$ cat src/rtl/prescaler_bank.sv
// Bank of independent programmable clock prescalers sharing one clock.
// Divisor updates are buffered and take effect only at a period boundary.
module prescaler_bank #(
    parameter int CHANNELS = 4,
    parameter int WIDTH    = 28
) (
    input  logic                      clock,
    input  logic                      reset,
    input  logic                      sync,
    input  logic [CHANNELS-1:0]       enable,
    input  logic [CHANNELS-1:0]       mode,
    input  logic [CHANNELS-1:0]       load,
    input  logic [CHANNELS*WIDTH-1:0] divisor,
    output logic [CHANNELS-1:0]       out_clk,
    output logic [CHANNELS-1:0]       tick
);

    for (genvar i = 0; i < CHANNELS; i++) begin : g_ch
        logic [WIDTH-1:0] cnt;
        logic [WIDTH-1:0] active_div;
        logic [WIDTH-1:0] pending_div;
        logic [WIDTH-1:0] div_in;
        logic             out_q;
        logic             tick_q;
        logic             term;

        assign div_in = divisor[i*WIDTH +: WIDTH];
        assign term   = (active_div != '0) &&
                        (cnt == active_div - WIDTH'(1));

        always_ff @(posedge clock) begin
            if (!reset) begin
                cnt         <= '0;
                active_div  <= '0;
                pending_div <= '0;
                out_q       <= 1'b0;
                tick_q      <= 1'b0;
            end else if (sync) begin
                cnt    <= '0;
                out_q  <= 1'b0;
                tick_q <= 1'b0;
                if (load[i]) pending_div <= div_in;
            end else if (!enable[i]) begin
                cnt    <= '0;
                out_q  <= 1'b0;
                tick_q <= 1'b0;
                if (load[i]) begin
                    pending_div <= div_in;
                    active_div  <= div_in;
                end else begin
                    active_div  <= pending_div;
                end
            end else begin
                if (load[i]) pending_div <= div_in;
                if (active_div == '0) begin
                    cnt    <= '0;
                    out_q  <= 1'b0;
                    tick_q <= 1'b0;
                end else if (term) begin
                    // terminal takes the pending value from before this edge
                    cnt        <= '0;
                    tick_q     <= 1'b1;
                    active_div <= pending_div;
                    out_q      <= mode[i] ? 1'b1 : ~out_q;
                end else begin
                    cnt    <= cnt + WIDTH'(1);
                    tick_q <= 1'b0;
                    if (mode[i]) out_q <= 1'b0;
                end
            end
        end

        assign out_clk[i] = out_q;
        assign tick[i]    = tick_q;
    end

endmodule

$ cat config.mk
export PLATFORM = sky130hd
export DESIGN_NAME = prescaler_bank
export DESIGN_NICKNAME = d
export VERILOG_FILES = /design/src/rtl/prescaler_bank.sv
export SDC_FILE = /design/constraint.sdc
export NUM_CORES = 1
export LEC_CHECK = 0
export BUFFER_PORTS_ARGS = -buffer_cell sky130_fd_sc_hd__clkbuf_2
export CELL_PAD_IN_SITES_DETAIL_PLACEMENT = 1
export CELL_PAD_IN_SITES_GLOBAL_PLACEMENT = 1
export CORE_UTILIZATION = 40
export DETAILED_ROUTE_END_ITERATION = 12
export GPL_ROUTABILITY_DRIVEN = 0
export GPL_TIMING_DRIVEN = 0
export PLACE_DENSITY = 0.72
export SYNTH_ARGS = -nofsm -noshare
export SYNTH_HDL_FRONTEND = slang
export SYNTH_SLANG_ARGS = --single-unit
$ cat constraint.sdc
create_clock -name clock -period 4.4 [get_ports clock]
set_input_delay 1.1 -clock clock [delete_from_list [all_inputs] [get_ports clock]]
set_output_delay 1.1 -clock clock [all_outputs]
set_load 0.1 [all_outputs]
==> results.py <==
metrics = {
    "placement": {
        "hpwlAfterDp_um": 46700,
        "place_inst": 3132,
        "portBuffers": 133,
        "dpl_cell_area_um2": 21500,
    },
    "clock_tree": {
        "cts_root_buffer": "clkbuf_16",
        "clock_path_buffers": 3,
        "clock-sinks": 344,
        "htree_levels": 2,
        "cts_tree": "built",
        "clk_latency_ns": 0.58,
        "cts_buffers": 39,
        "cts_setup_buffers": 0,
        "clk_pin_slew_worst_paths_ns": 0.06,
    },
    "final_layout": {
        "final_cell_mix": "344 x dfxtp_1, 232 x mux2i_1, 182 x nand2_1",
        "fin_nets": 2648,
        "fin_cells": 3204,
        "final_common_cell": "dfxtp_1",
        "design_area_um2": 22900,
        "area_delta_synth_final_pct": 14.1,
        "drive_gt1_share_pct": 11.5,
    },
    "timing": {
        "drv_slew": 0,
        "fin_crit_sh_pct": 92.9,
        "worstMarginPinSlew_ns": 1.40,
        "grt_setup_unrepaired": "false",
        "slew-limit-headroom_pct": 6.34,
        "clock_skew_ns": 0.0116,
        "max_freq_mhz": 245,
        "setup_violations": 0,
        "tns_ns": 0,
        "period_minus_slack_ns": 4.09,
        "hold_viol_final": 0,
    },
    "detailed_routing": {
        "totalWireLength_um": 61900,
        "viasPerCell": 5.58,
        "antenna_left": 0,
        "drtPass1Iterations": 5,
        "vias": 17900,
        "drc_errors": 0,
        "dr.first_iter.drc_count": 872,
        "wl_per_cell_um": 19.3,
    },
    "global_route": {
        "antenna_found_initial": 9,
        "grt_pass1_wl_um": 100000,
        "grt_usage_pct": 24.4,
        "grt_max_degree": 13,
        "grt-ovfl-total": 0,
        "grt_pass1_vias": 18800,
    },
    "floorplan": {
        "die_x_um": 226,
        "start_util_pct": 40.8,
        "fp.dieH_um": 226,
        "dieArea_um2": 51000,
        "ios": 135,
        "num_rows": 81,
        "core-area_um2": 49200,
    },
    "power": {
        "peakVddDrop_v": 0.000307,
        "p_leak_uw": 0.00918,
        "power.density_nw_per_um2": 356,
    },
    "logic_synthesis": {
        "synth.distinct_cells": 75,
        "ys_seq_area_share_pct": 34.4,
        "synthFlopType": "dfxtp_1",
        "syn_area_um2": 20000,
        "postSynthCellCount": 2335,
        "synthArstFlopShare_pct": 0,
        "synthesis.nets": 2474,
        "yosys_register_bits": 344,
        "synth-edff-count": 0,
        "syn_area_per_cell_um2": 8.58,
        "yosysWarnings": 0,
    },
    "status": {
        "status": "finished, final reports clean",
    },
    "critical_path": {
        "crit_required_ns": 4.84,
        "path_class": "flip-flop to flip-flop",
        "worstPathMaxFanout": 10,
        "regToRegEndpoint": "g_ch[0].cnt[25]",
        "arrival_ns": 4.53,
        "regToRegSetupSlack_ns": 0.31,
        "r2r_cells": 13,
        "worstSetupEndpoint": "g_ch[0].cnt[25]",
        "crit_path_start": "g_ch[0].active_div[0]",
        "end_kind": "flip-flop",
        "cp-start-kind": "flip-flop",
        "rr_startpoint": "g_ch[0].active_div[0]",
    },
    "run": {
        "maxCapViolations": 0,
    },
    "min_path": {
        "hp-class": "flip-flop to flip-flop",
    },
}
## cells in the mapped netlist (4+ instances only)
master	instances	area share, %
a31o_2	5	0.22
o31ai_1	7	0.26
and3b_1	5	0.22
o211ai_1	61	2.3
a2111oi_0	7	0.31
nand2b_1	99	3.1
nand3_1	113	2.8
o22ai_1	4	0.12
mux2i_1	232	12
or2_2	13	0.41
and3_1	25	0.78
nand4_1	52	1.6
and2_1	4	0.12
o2111ai_1	4	0.17
buf_2	16	0.40
a311oi_1	4	0.17
nand4b_1	7	0.31
o211a_1	28	1.4
inv_1	26	0.49
a211oi_1	8	0.30
buf_1	9	0.17
o21ai_0	18	0.45
a21oi_1	20	0.50
a31oi_1	12	0.37
or4_1	20	0.75
clkbuf_1	136	2.5
nor2_1	176	3.3
ha_1	12	0.75
nor3b_1	8	0.30
nor4_1	52	1.6
nand2_1	182	3.4
xnor2_1	127	5.5
dfxtp_1	344	34
or3_1	19	0.59
and4_1	10	0.44
a211o_1	6	0.26
xor2_1	109	4.8
nor2b_1	129	4.0
nor3_1	80	2.0
buf_4	17	0.64
nand3b_1	7	0.26
a21o_1	5	0.19
a32oi_1	28	1.2
mux2_2	29	1.6
nor4b_1	9	0.39
## layout make-up
class	instances	area [um^2]
antenna	1	2.50
buffer	180	774
clock buffer	60	1160
clock inverter	11	120
fill	5884	26300
inverter	26	97.6
multi-input combinational	1785	12300
sequential	344	6890
tap	664	831
timing repair buffer	133	666
## flip-flops by register name, summed over array words and instances, names as in the netlist
register and flops:
g_ch.out_q 4, g_ch.cnt 112, g_ch.tick_q 4, g_ch.pending_div 112
g_ch.active_div 112
## timing repair
item / in CTS / in global routing
gates resized for setup: 0 / 7
setup endpoints to repair: 0 / 101
hold buffers: 0 / 0
## power by group
group / internal, uW / total [uW] / switching (uW)
Sequential: 3230 / 3330 / 101
Combinational: 591 / 1460 / 865
Clock: 1930 / 3350 / 1420
## kinds of logic (layout without fill, tap and decap cells)
kind of cell	after synthesis	in the layout	synth area share, %
AND/OR/NAND/NOR	1027	1027	27.3
other	0	1	0
multiplexers	261	261	13.2
buffers and inverters	206	410	4.35
XOR/XNOR	236	236	10.3
adder cells (fa/ha/maj)	12	12	0.749
flip-flops	344	344	34.4
AO/OA/AOI/OAI	249	249	9.71
## metal layers
layer  track usage [%]  part of all wire [%]  vias up
met4              7.72                   2.8       14
met1              30.9                    45     8745
met5                 0                  0.13        -
met2              41.2                    47      359
li1                  -                     -     8630
met3              5.15                   5.1      117
## worst min path at each step
stage | start | cells after the start | endpoint
2_1_floorplan | g_ch[3].cnt[0] | 1 | g_ch[3].cnt[0]
3_3_place_gp | g_ch[1].active_div[27] | 2 | g_ch[1].active_div[27]
3_5_place_dp | g_ch[2].cnt[0] | 1 | g_ch[2].cnt[0]
4_1_cts | g_ch[2].cnt[0] | 1 | g_ch[2].cnt[0]
5_1_grt | g_ch[0].pending_div[26] | 2 | g_ch[0].pending_div[26]
6_report | g_ch[2].cnt[0] | 1 | g_ch[2].cnt[0]
## through the flow
stage | worst slack, ns | power [uW] | hold slack [ns] | utilization [%]
global route | 0.0104 | 8490 | 0.544 | 46.5
CTS | 0.0875 | 8200 | 0.502 | 46.4
detailed placement | 0.156 | 4820 | 0.487 | 43.8
finish | 0.311 | 8140 | 0.493 | 46.5
floorplan | 1.13 | 4390 | 0.451 | -
global placement | 0.159 | 4760 | 0.481 | 43.8
## critical path, cell delays in order, from the launching register on
cell	delay, ns
dfxtp_1	0.37
inv_1	0.11
ha_1	0.22
or3b_2	0.45
clkbuf_1	0.25
o32a_1	0.39
o22a_1	0.22
a2111oi_0	0.60
nand4_1	0.18
nor4_1	0.32
and3_1	0.20
buf_2	0.26
buf_2	0.31
nor3_1	0.08
(Power assumes the default switching activity.)
